===== src/rtl/pipe_pass_detect.sv =====
// Scoring/collision stage: samples pipe occupancy at the bird column on each step, pulses incr per pipe cleared, sticky lose on collision.
// Latency: step edge -> incr/lose/playing/pass_count visible one clk later; no other pipelining.
// Backpressure: none; evaluation happens only on step strobes, which arrive at least 4 clks apart.
module pipe_pass_detect #(
    parameter int ROWS       = 16,
    parameter int FLOOR_KILL = 1,
    parameter int CNT_W      = 8
) (
    input  logic                     clk,
    input  logic                     reset,
    input  logic                     start,
    input  logic                     step,
    input  logic [$clog2(ROWS)-1:0]  bird_row,
    input  logic [ROWS-1:0]          pipe_col,
    output logic                     incr,
    output logic                     lose,
    output logic                     playing,
    output logic [CNT_W-1:0]         pass_count
);

    localparam logic [CNT_W-1:0] CNT_MAX = '1;
    localparam logic [CNT_W-1:0] CNT_ONE = CNT_W'(1);

    typedef enum logic [1:0] {
        WAIT_START = 2'd0,
        IDLE       = 2'd1,
        IN_PIPE    = 2'd2,
        DEAD       = 2'd3
    } state_t;

    state_t           state_q, state_d;
    logic             incr_q, incr_d;
    logic             lose_q, lose_d;
    logic             playing_q, playing_d;
    logic [CNT_W-1:0] pass_count_q, pass_count_d;

    logic present;
    logic row_oob;
    logic wall_hit;
    logic floor_hit;
    logic hit;

    // Collision and pipe-presence terms from the current column; an
    // out-of-range row is treated as fatal and never indexes the column.
    always_comb begin
        present   = |pipe_col;
        row_oob   = (int'(bird_row) >= ROWS);
        wall_hit  = 1'b0;
        if (!row_oob) begin
            wall_hit = pipe_col[bird_row];
        end
        floor_hit = (FLOOR_KILL != 0) && (int'(bird_row) == ROWS - 1);
        hit       = wall_hit | floor_hit | row_oob;
    end

    // Next state and registered-output values; hit outranks a pipe exit.
    always_comb begin
        state_d = state_q;
        incr_d  = 1'b0;
        unique case (state_q)
            WAIT_START: begin
                if (start) begin
                    state_d = IDLE;
                end
            end
            IDLE: begin
                if (step) begin
                    if (hit) begin
                        state_d = DEAD;
                    end else if (present) begin
                        state_d = IN_PIPE;
                    end
                end
            end
            IN_PIPE: begin
                if (step) begin
                    if (hit) begin
                        state_d = DEAD;
                    end else if (!present) begin
                        state_d = IDLE;
                        incr_d  = 1'b1;
                    end
                end
            end
            DEAD: begin
                state_d = DEAD;
            end
            default: begin
                state_d = WAIT_START;
            end
        endcase

        lose_d    = lose_q | (state_d == DEAD);
        playing_d = (state_d == IDLE) | (state_d == IN_PIPE);

        pass_count_d = pass_count_q;
        if (incr_d && (pass_count_q != CNT_MAX)) begin
            pass_count_d = pass_count_q + CNT_ONE;
        end
    end

    // State and output registers; synchronous reset wins over every input.
    always_ff @(posedge clk) begin
        if (reset) begin
            state_q      <= WAIT_START;
            incr_q       <= 1'b0;
            lose_q       <= 1'b0;
            playing_q    <= 1'b0;
            pass_count_q <= '0;
        end else begin
            state_q      <= state_d;
            incr_q       <= incr_d;
            lose_q       <= lose_d;
            playing_q    <= playing_d;
            pass_count_q <= pass_count_d;
        end
    end

    assign incr       = incr_q;
    assign lose       = lose_q;
    assign playing    = playing_q;
    assign pass_count = pass_count_q;

endmodule


===== config.mk =====
export PLATFORM = sky130hd
export DESIGN_NAME = pipe_pass_detect
export DESIGN_NICKNAME = d
export VERILOG_FILES = /design/src/rtl/pipe_pass_detect.sv
export SDC_FILE = /design/constraint.sdc
export NUM_CORES = 1
export LEC_CHECK = 0
export BUFFER_PORTS_ARGS = -buffer_cell sky130_fd_sc_hd__buf_4
export CAP_MARGIN = 20
export CORE_ASPECT_RATIO = 0.75
export CORE_MARGIN = 1
export CORE_UTILIZATION = 42
export DETAILED_ROUTE_END_ITERATION = 12
export PLACE_DENSITY = 0.78
export SYNTH_ARGS = -nofsm -noshare
export SYNTH_HDL_FRONTEND = slang
export SYNTH_SLANG_ARGS = --single-unit

===== constraint.sdc =====
create_clock -name clk -period 1.9 [get_ports clk]
set_input_delay 0.19 -clock clk [delete_from_list [all_inputs] [get_ports clk]]
set_output_delay 0.19 -clock clk [all_outputs]
set_load 0.005 [all_outputs]

# Word-level counts from Yosys, hierarchy flattened
# Index checks and enable logic that the tools add are counted.
dict set report totals {
  wordCells 35
  regBits 13
  output_inout_bits 11
}
dict set report op_classes {
  n_eq_ne 8
  n_reduce_logical 3
  bitwise_logic 3
  n_addsub 1
  muxes 14
  n_lt_le_gt_ge 1
}
# operator n
set op_table {}
lappend op_table {{16-bit OR reduction} 1}
lappend op_table {{2-bit 2-to-1 mux} 7}
lappend op_table {{8-bit by 1-bit adder with 8-bit output (second input constant)} 1}
lappend op_table {{2-bit == test (second input constant)} 4}
lappend op_table {{8-bit != test (second input constant)} 1}
lappend op_table {{2-bit one-hot mux with 4 select lines} 1}
lappend op_table {{4-bit by 5-bit less-than comparator with 1-bit output (second input constant)} 1}
lappend op_table {{1-bit 2-to-1 mux} 5}
lappend op_table {{1-bit binary-select mux with 4-bit select} 1}
lappend op_table {{2-bit by 1-bit == test with 1-bit output (second input constant)} 2}
lappend op_table {{4-bit by 1-bit == test with 1-bit output (second input constant)} 1}
lappend op_table {{1-bit OR} 3}
lappend op_table {{2-bit logical NOT} 1}
lappend op_table {{1-bit logical AND} 1}

# Depth between registers and ports, before layout
# Gate-level depths: netlist of run 1.
dict set report logic_depth {
  word_depth 8
  ltp_mapped 9
  mapped_depth_nobuf 8
}

# Least setup slack after synthesis of run 1
# No wires, ideal clock.
dict set report synth_timing {
  path_kind {input to register}
  from {in bird_row[2]}
  to {reg playing_q (netlist: playing)}
  required_time_ns 1.786
  setup_time_ns 0.114
  arrival_time_ns 1.729
  cell_stages 8
  path_slack_ns 0.058
  cell_sequence {buf_6 -> mux4_2 -> nor2_4 -> o22ai_1 -> o211ai_1 -> a22oi_1 -> ha_1 -> nor2b_1}
}
dict set report synth_between {
  elab_chain_cells 8
}
# element line
set synth_lines {}
lappend synth_lines {{from (decl)} 13} ;# input logic [$clog2(ROWS)-1:0] bird_row,
lappend synth_lines {{1-bit binary-select mux with 4-bit select} 50} ;# wall_hit = pipe_col[bird_row];
lappend synth_lines {{1-bit 2-to-1 mux (implied by the code)} 50}
lappend synth_lines {{1-bit OR (*)} 53} ;# hit = wall_hit | floor_hit | row_oob;
lappend synth_lines {{2-bit 2-to-1 mux, on equally long branches} {77, 68}}
lappend synth_lines {{2-bit 2-to-1 mux, on equally long branches} {76, 67}}
lappend synth_lines {{2-bit one-hot mux with 4 select lines (*)} 60} ;# unique case (state_q)
lappend synth_lines {{named net state_d[0]} 31} ;# state_t state_q, state_d;
lappend synth_lines {{2-bit by 1-bit == test with 1-bit output or 2-bit == test (tied branches)} 94} ;# playing_d = (state_d == IDLE) | (state_d == IN_PIPE);
lappend synth_lines {{1-bit OR (*)} 94}
lappend synth_lines {{named net playing_d} 34} ;# logic playing_q, playing_d;
lappend synth_lines {{to (signal assigned)} 114} ;# playing_q <= playing_d;
lappend synth_lines {{to (decl)} 34}
# Mark *: on every way through the listed nets, which the timed path passes. The rest lies on a longest branch. The select of a mux whose other input is x is not followed.
# A chain may end at the register's enable or synchronous reset.

# Worst setup path in the final report of run 1
dict set report layout_timing {
  from {reg pass_count_q[3] (netlist: pass_count[3])}
  to {reg pass_count_q[3] (netlist: pass_count[3])}
}
dict set report layout_between {
  elab_chain_cells 2
}
# element line
set layout_lines {}
lappend layout_lines {{from (decl)} 35} ;# logic [CNT_W-1:0] pass_count_q, pass_count_d;
lappend layout_lines {{from (signal assigned)} 115} ;# pass_count_q <= pass_count_d;
lappend layout_lines {{parallel branches: the longest is 2 deep, another holds 8-bit by 1-bit adder with 8-bit output} n/a}
# Several ways; the timed one is not identified.

==> results.tsv, run 1 <==
metric	value	unit
outcome	finished clean	
final WL	2223	um
Critical Path RT	2130	ps
Fillers	146	
clock buffer count from CTS	3	
Synth cell types	42	
Final HPWL DP	1777	um
placed cells	151	
CTS tree	done	
die area	2193	um2
initial antenna violation count	0	
Final #Nets	160	
CP Depth	5	
crit share post-route	87.72	%
Worst Path Buf+Inv	0	
die width	53.74	um
Pins Over Slew Limit	0	
Synth Flop Type	dfxtp_1	
Cell Rows	13	
# port buffers	34	
drt initial violations	18	
IO Count	35	
synthesized net count	119	
final setup violation count	0	
Synth Warn #	0	
Core Area	1805	um2
post-synthesis register bit count	13	
first-pass GRT wire length	3608	um
cell area after synthesis	843.3	um2
final worst setup slack	233.3	ps
Min Clock Period, post-route	1667	ps
pre-CTS setup slack	-65.00	ps
vias after detailed routing	901	
CP Data Arrival Time	1890	ps
Setup crit start kind	flip-flop	
largest net degree at the start of global routing	16	
largest cells by area after synthesis	dfxtp_1 31%, mux2_2 5.3%, a21oi_1 3.6%	
Remaining DRCs	0	
post-route insts no fill	155	
Async SR Flop Fraction	0	%
root buffer cell	clkbuf_4	
DR vias/cell	5.813	
synthesis-to-layout area growth	38.72	%
worst skew pair latency	290	ps
Yosys top cell area share	30.86	%
RePlAce Congestion	0.9781	
final hold viol count	0	
total global-route track usage	24.47	%
Reg2Reg Depth	5	
leading area contributor after synthesis	dfxtp_1	
Post-synth EDFFs	0	
cell family with most CP delay	simple AND/OR/NAND/NOR gates	
drt pass-1 iters	4	
Die Span Y	40.81	um
Clock Skew	5.139	ps
Clk pin slew, worst setup/hold paths	80	ps
CTS Hold Bufs	0	
top cells by count, synth	13 x dfxtp_1, 6 x a21oi_1, 6 x nor2_1	
P_leak	0.4786	nW
CP max-delay cell	or3_2	
Hold Path Cell Cnt	2	
Initial Util	46.71	%
most frequent CP cell	and3_1	
Largest stage delay, worst path	410	ps
Seq/Total Area, Yosys	30.86	%
number of global-route vias before repair	784	
worst hold path class	input pin to flip-flop	
WS Path Type	flip-flop to flip-flop	
Sinks on Clock Net	13	
sum of negative setup slack	0	ps
CP Max Fanout	6	
synthesized area per cell	9.068	um2
Max Cap Viol	0	
worst-path cell chain	and3_1 -> and3_1 -> a21o_1 -> or3_2 -> a21oi_1	
Slew @ Worst Pin	296.0	ps
Slew headroom	80.08	%
f_max	600.0	MHz
Clock Path Buffers	2	
count leader, synth	dfxtp_1	
layout cells sized above 1	40.60	%
maximum vdd drop	506.0	uV
Mapped Cells	93	
routed length per instance	14.34	um
Ant. Diodes	0	
postcts setup bufs	0	
Final ANT Viol Nets	0	
critical path capture point type	flip-flop	
RSZ-0062 raised after global routing	no	
Clock H-tree levels	1	
grt total ovfl	0	
P per Cell Area	538.5	nW/um2
PostCTS Resize Cnt	0	
==> kinds of logic (layout without fill, tap and decap cells) <==
logic type               Yosys count  count (layout)  share of synthesized area, %
flip-flops                        13              13                         30.86
multiplexers                       7               7                         12.31
adder cells (fa/ha/maj)            2               2                         2.967
AND/OR/NAND/NOR                   39              39                         27.59
buffers and inverters              6              46                         3.708
AO/OA/AOI/OAI                     26              26                         22.55
==> through the flow <==
step	util, %	total power (W)	cell area, um2	hold slack (ps)
after detailed placement	63.34	0.0004576	1144	458.4
after floorplan	-	0.0003809	843.3	261.6
after CTS	64.80	0.0006364	1170	168.7
final	64.80	0.0006300	1170	174.9
after global routing	64.80	0.0006676	1170	179.9
after global placement	63.34	0.0004539	1144	455.8
==> worst paths after layout <==
check,startpoint,end,slack [ps]
max,pass_count[3],pass_count[3],230
min,reset,pass_count[5],170
max reg2reg,pass_count[3],pass_count[3],230
min reg2reg,lose,lose,470
==> state kept, by name, indices dropped and copies added (netlist names) <==
signal	count
pass_count	8
lose	1
incr	1
playing	1
state_q	2
==> cells in the final DEF, fill, tap and decap left out, types with 3 or more instances in the layout <==
cell type  count
nand4_1        3
buf_4         39
nand2b_1       3
o211ai_1       3
clkbuf_4       3
nand2_1        4
nor4_1         4
nor2_1         6
o21ai_0        4
dfxtp_1       13
mux2_2         4
inv_1          3
a21oi_1        6
==> worst register-to-register path: cells and delay by family (launching register included) <==
kind | cells | cell delay (ps)
and+or+nand+nor | 3 | 870
AOI/OAI and AO/OA | 2 | 380
DFF | 1 | 360
==> layout make-up <==
cell class	instances	area [um2]	area share, %
Inverter	3	11.26	0.9626
Tap cell	22	27.53	2.353
Sequential cell	13	260.3	22.25
Timing Repair Buffer	39	292.8	25.03
Multi-Input combinational cell	74	551.8	47.17
Clock buffer	4	26.28	2.246
==> power breakdown <==
group | internal (W) | total (W) | switching (W) | leakage [nW]
Combinational | 0.0000886 | 0.000155 | 0.0000661 | 0.358
Sequential | 0.000287 | 0.000297 | 0.00000975 | 0.106
Clock | 0.0000817 | 0.000178 | 0.0000964 | 0.0150
==> per-layer routing <==
metal | vias up | GRT usage, % | part of all wire [%]
li1 | 450 | - | -
met1 | 407 | 30.04 | 45
met2 | 38 | 38.27 | 45
met3 | 6 | 10.00 | 8.0
met4 | 0 | 9.868 | 1.6
met5 | - | 0 | 0
(Power assumes the default switching activity.)
==> run 2: changes to the inputs <==
- CORE_UTILIZATION: 42 -> 30
- PLACE_DENSITY: 0.78 -> 0.6
==> run 2 against run 1 <==
Effect of this change:
- clock skew increased by 0.66 ps
- critical endpoint is now playing
- core utilization fell by 19 points
- sequential power about the same
==> results.tsv, run 2 (synthesis gave the netlist of run 1 again) <==
metric	value	unit	change
outcome	finished clean		
Cell Rows	16		+3
top sig layer	met3		
Ant. Diodes	0		unchanged
f_max	581.9	MHz	-3.0%
largest net degree at the start of global routing	16		unchanged
reg-to-reg startpoint	pass_count[3]		
post-route insts no fill	169		+9.0%
Clock H-tree levels	1		unchanged
Final HPWL DP	1639	um	-7.8%
Sinks on Clock Net	13		unchanged
met2 WL post-DR	889	um	-11%
pre-CTS setup slack	-72.92	ps	-7.923 ps
Clock Skew	5.799	ps	+0.6605 ps
Core Area	2643	um2	+46%
routed length per instance	11.96	um	-17%
Setup crit start kind	input pin		
grt total ovfl	0		unchanged
drt initial violations	64		+46
Reg2Reg Depth	5		unchanged
root buffer cell	clkbuf_8		
DR WL met3	87	um	-51%
initial antenna violation count	0		unchanged
final hold viol count	0		unchanged
Hold Path Sink	pass_count[6]		
Final ANT Viol Nets	0		unchanged
die width	63.22	um	+18%
Max Cap Viol	0		unchanged
synthesis-to-layout area growth	43.03	%	
P_leak	0.4864	nW	+1.6%
Final #Nets	160		unchanged
CP Max Fanout	5		-1
IO Count	35		unchanged
final WL	2022	um	-9.0%
final worst setup slack	181.6	ps	-51.76 ps
RSZ-0062 raised after global routing	no		
CP Data Arrival Time	1850	ps	-40 ps
most common cell after layout, fill and taps aside	buf_4		
drt pass-1 iters	4		unchanged
P per Cell Area	577.5	nW/um2	+7.2%
Critical Path RT	2030	ps	-100 ps
WS Path Type	input pin to flip-flop		
crit share post-route	90.44	%	+2.7 points
commonest non-fill, non-tap cells in the layout	39 x buf_4, 13 x dfxtp_1, 6 x nor2_1, 6 x a21oi_1		
Fillers	252		+73%
Pins Over Slew Limit	0		unchanged
Initial Util	31.91	%	-15 points
DR vias/cell	5.077		-13%
FF-to-FF End	pass_count[5]		
worst hold path class	input pin to flip-flop		
Die Span Y	47.92	um	+17%
vias after detailed routing	858		-4.8%
Hold Path Cell Cnt	2		unchanged
total global-route track usage	14.48	%	-10 points
Slew headroom	81.84	%	+1.8 points
final setup violation count	0		unchanged
PostCTS Resize Cnt	0		unchanged
worst skew pair latency	240	ps	-50 ps
postcts setup bufs	0		unchanged
critical path capture point type	flip-flop		
Clk pin slew, worst setup/hold paths	60	ps	-20 ps
Remaining DRCs	0		unchanged
Worst Hold Launch	reset		
Metal-1 WL	1045	um	+3.6%
first-pass GRT wire length	3436	um	-4.8%
setup slack, reg-to-reg	250	ps	+20 ps
# port buffers	34		unchanged
Min Clock Period, post-route	1718	ps	+51.76 ps
die area	3029	um2	+38%
Largest register FFs	8		unchanged
number of global-route vias before repair	785		+0.13%
Clock Path Buffers	2		unchanged
clock buffer count from CTS	3		unchanged
placed cells	165		+9.3%
sum of negative setup slack	0	ps	unchanged
RePlAce Congestion	0.8337		-15%
maximum vdd drop	334.3	uV	-34%
CTS Hold Bufs	0		unchanged
CTS tree	done		
layout cells sized above 1	40.60	%	unchanged
Slew @ Worst Pin	272.4	ps	-23.58 ps
## run 2: cell counts in the layout (fill, tap and decap cells not counted)
Identical to the previous run, type by type.
## run 2: how the worst max path moves through the flow
stage	startpoint	to	slack [ps]	depth (start not counted)
after floorplan	bird_row[2]	playing	60	8
final	bird_row[2]	playing	180	8
after global routing	bird_row[2]	playing	70	8
after detailed placement	bird_row[2]	playing	-70	8
after global placement	bird_row[2]	playing	-9	8
after CTS	bird_row[2]	playing	180	8
## run 2: layer usage
layer / global-route usage, % / vias to the layer above
met5: 0 / -
met2: 25.38 / 21
met1: 18.58 / 394
li1: - / 443
met3: 4.524 / 0
met4: 1.364 / 0
## run 2: critical path, cell delays in order
cell,delay [ps]
buf_4,110
mux4_2,530
nor2_4,120
o22ai_1,110
o211ai_1,220
a22oi_1,140
ha_1,290
nor2b_1,120
## run 2: cell type report
| class | count | area (um2) | area share (%) |
|---|---|---|---|
| inverters | 3 | 11.26 | 0.9336 |
| clock buffers | 4 | 45.04 | 3.734 |
| well taps | 36 | 45.04 | 3.734 |
| flip-flops and latches | 13 | 260.3 | 21.58 |
| multi-input cells | 74 | 551.8 | 45.75 |
| repair buffers | 39 | 292.8 | 24.27 |
## run 2: where the power goes
part           switching, W  leakage, nW  internal, W
Combinational     0.0000652        0.358    0.0000890
Sequential       0.00000927        0.106     0.000288
Clock             0.0000970       0.0228     0.000148
Total              0.000171        0.486     0.000525
## run 2: per-stage QoR
step | power, W | hold WS, ps | area (um2) | utilization, %
finish | 0.0006965 | 221.8 | 1206 | 45.64
CTS | 0.0007072 | 218.7 | 1206 | 45.64
global placement | 0.0004572 | 460.6 | 1161 | 43.94
detailed placement | 0.0004585 | 455.4 | 1161 | 43.94
floorplan | 0.0003809 | 261.6 | 843.3 | -
global route | 0.0007366 | 227.5 | 1206 | 45.64
==> run 3: changes to the inputs <==
- CELL_PAD_IN_SITES_DETAIL_PLACEMENT: not set -> 2
- CELL_PAD_IN_SITES_GLOBAL_PLACEMENT: not set -> 2
- CORE_UTILIZATION: 30 -> 24
- PLACE_DENSITY: 0.6 -> 0.78
==> run 3 against run 2 <==
Effect of this change:
- cell count increased by 1.8%
- combinational power increased by 8%
- design area is 0.10% lower
- non-clock buffer count fell by 1
- clock skew shrank 4.0 ps
- total power is 3.1% higher
- sequential power about the same
- die area increased by 24%
- register-to-register slack got worse by 100 ps
- fmax down 3.6%
- core utilization fell by 9.2 points
- global-route usage increased by 4.1 points
- critical endpoint unchanged
- largest cell class unchanged
- largest power group unchanged
==> results.tsv, run 3 (synthesis gave the netlist of run 1 again) <==
metric	value	unit	change
final setup violation count	0		unchanged
vias after detailed routing	929		+8.3%
total global-route track usage	18.62	%	+4.1 points
worst-path cell chain	buf_4 -> mux4_2 -> nor2_4 -> buf_4 -> o21ai_2 -> o21ai_0 -> nand3_1 -> ha_1 -> nor2b_1		
Clock Skew	1.771	ps	-4.028 ps
worst hold path class	input pin to flip-flop		
pre-CTS setup slack	-149.2	ps	-76.26 ps
clock buffer count from CTS	3		unchanged
placed cells	168		+1.8%
CP max-delay cell	mux4_2		
Final ANT Viol Nets	0		unchanged
Slew headroom	75.22	%	-6.6 points
IO Count	35		unchanged
outcome	finished clean		
Clk pin slew, worst setup/hold paths	60	ps	about the same
# port buffers	34		unchanged
Core Area	3311	um2	+25%
DR vias/cell	5.401		+6.4%
largest net degree at the start of global routing	16		unchanged
Initial Util	25.47	%	-6.4 points
Ant. Diodes	0		unchanged
sum of negative setup slack	0	ps	unchanged
drt pass-1 iters	4		unchanged
PostCTS Resize Cnt	0		unchanged
Final HPWL DP	2591	um	+58%
CTS tree	done		
Setup crit start kind	input pin		
Sinks on Clock Net	13		unchanged
CP Max Fanout	7		+2
Remaining DRCs	0		unchanged
Critical Path RT	2030	ps	about the same
number of global-route vias before repair	977		+24%
first-pass GRT wire length	5126	um	+49%
initial antenna violation count	0		unchanged
critical path capture point type	flip-flop		
routed length per instance	18.37	um	+54%
Min Clock Period, post-route	1783	ps	+64.79 ps
f_max	560.8	MHz	-3.6%
worst skew pair latency	240	ps	about the same
final hold viol count	0		unchanged
final worst setup slack	116.8	ps	-64.79 ps
postcts setup bufs	0		unchanged
die width	70.45	um	+11%
Clock Path Buffers	2		unchanged
P per Cell Area	596.3	nW/um2	+3.3%
CP Data Arrival Time	1920	ps	+70 ps
Pins Over Slew Limit	0		unchanged
CTS Hold Bufs	0		unchanged
RSZ-0062 raised after global routing	no		
Final #Nets	159		-0.63%
most common cell after layout, fill and taps aside	buf_4		
Clock H-tree levels	1		unchanged
Largest register FFs	8		unchanged
layout cells sized above 1	40.91	%	+0.31 points
final hold slack	242.0	ps	+20.23 ps
Slew @ Worst Pin	369.9	ps	+97.48 ps
post-route insts no fill	172		+1.8%
setup slack, reg-to-reg	150	ps	-100 ps
WS Path Type	input pin to flip-flop		
Max Cap Viol	0		unchanged
RePlAce Congestion	0.8658		+3.9%
crit share post-route	93.85	%	+3.4 points
root buffer cell	clkbuf_8		
most frequent CP cell	buf_4		
commonest non-fill, non-tap cells in the layout	38 x buf_4, 13 x dfxtp_1, 6 x nor2_1, 6 x a21oi_1		
maximum vdd drop	336.7	uV	+0.71%
die area	3757	um2	+24%
grt total ovfl	0		unchanged
final WL	3160	um	+56%
Die Span Y	53.34	um	+11%
synthesis-to-layout area growth	42.88	%	
Largest stage delay, worst path	540	ps	about the same
drt initial violations	41		-36%
P_leak	0.4807	nW	-1.2%
Cell Rows	18		+2
run 3: cell types whose count changed in the layout (fill, tap and decap cells not counted), sizes merged:
cell  delta
buf      -1
run 3: cell type report:
cell class	instances	area, um2
Clock buffer	4	45.04
Multi-Input combinational cell	74	553.0
Inverter	3	11.26
Sequential cell	13	260.3
Fill cell	378	2106
Timing Repair Buffer	38	285.3
Tap cell	40	50.05
run 3: per-layer routing:
layer | up-vias | global-route usage, % | wire [um]
met5 | - | 0 | 0
met4 | 0 | 3.000 | 12
met3 | 2 | 4.762 | 96
met2 | 19 | 32.86 | 1562
met1 | 466 | 23.33 | 1488
li1 | 442 | - | -
run 3: per-stage QoR:
| step | utilization (%) | total power, W | cell area, um2 |
|---|---|---|---|
| after floorplan | - | 0.0003809 | 843.3 |
| after global placement | 35.00 | 0.0004598 | 1159 |
| after detailed placement | 35.00 | 0.0004739 | 1159 |
| after CTS | 36.36 | 0.0007299 | 1204 |
| after global routing | 36.39 | 0.0007599 | 1205 |
| final | 36.39 | 0.0007184 | 1205 |
run 3: power by group:
| part | switching, W | internal (W) |
|---|---|---|
| clock network | 0.000102 | 0.000148 |
| registers | 0.0000121 | 0.000288 |
| logic | 0.0000760 | 0.0000915 |
| total | 0.000191 | 0.000528 |
run 3: worst max-delay path: cells and delay by family:
kind	cells	cell delay, ps
adders and majority gates	1	310
muxes	1	540
and+or+nand+nor	3	380
buffers and inverters	2	260
AOI/OAI and AO/OA	2	240
run 3: final timing paths:
path               startpoint       endpoint  cells after the start
setup / recovery  bird_row[2]        playing                      9
hold / removal          reset  pass_count[4]                      2
setup reg to reg   state_q[1]  pass_count[7]                      5
hold reg to reg          lose           lose                      2
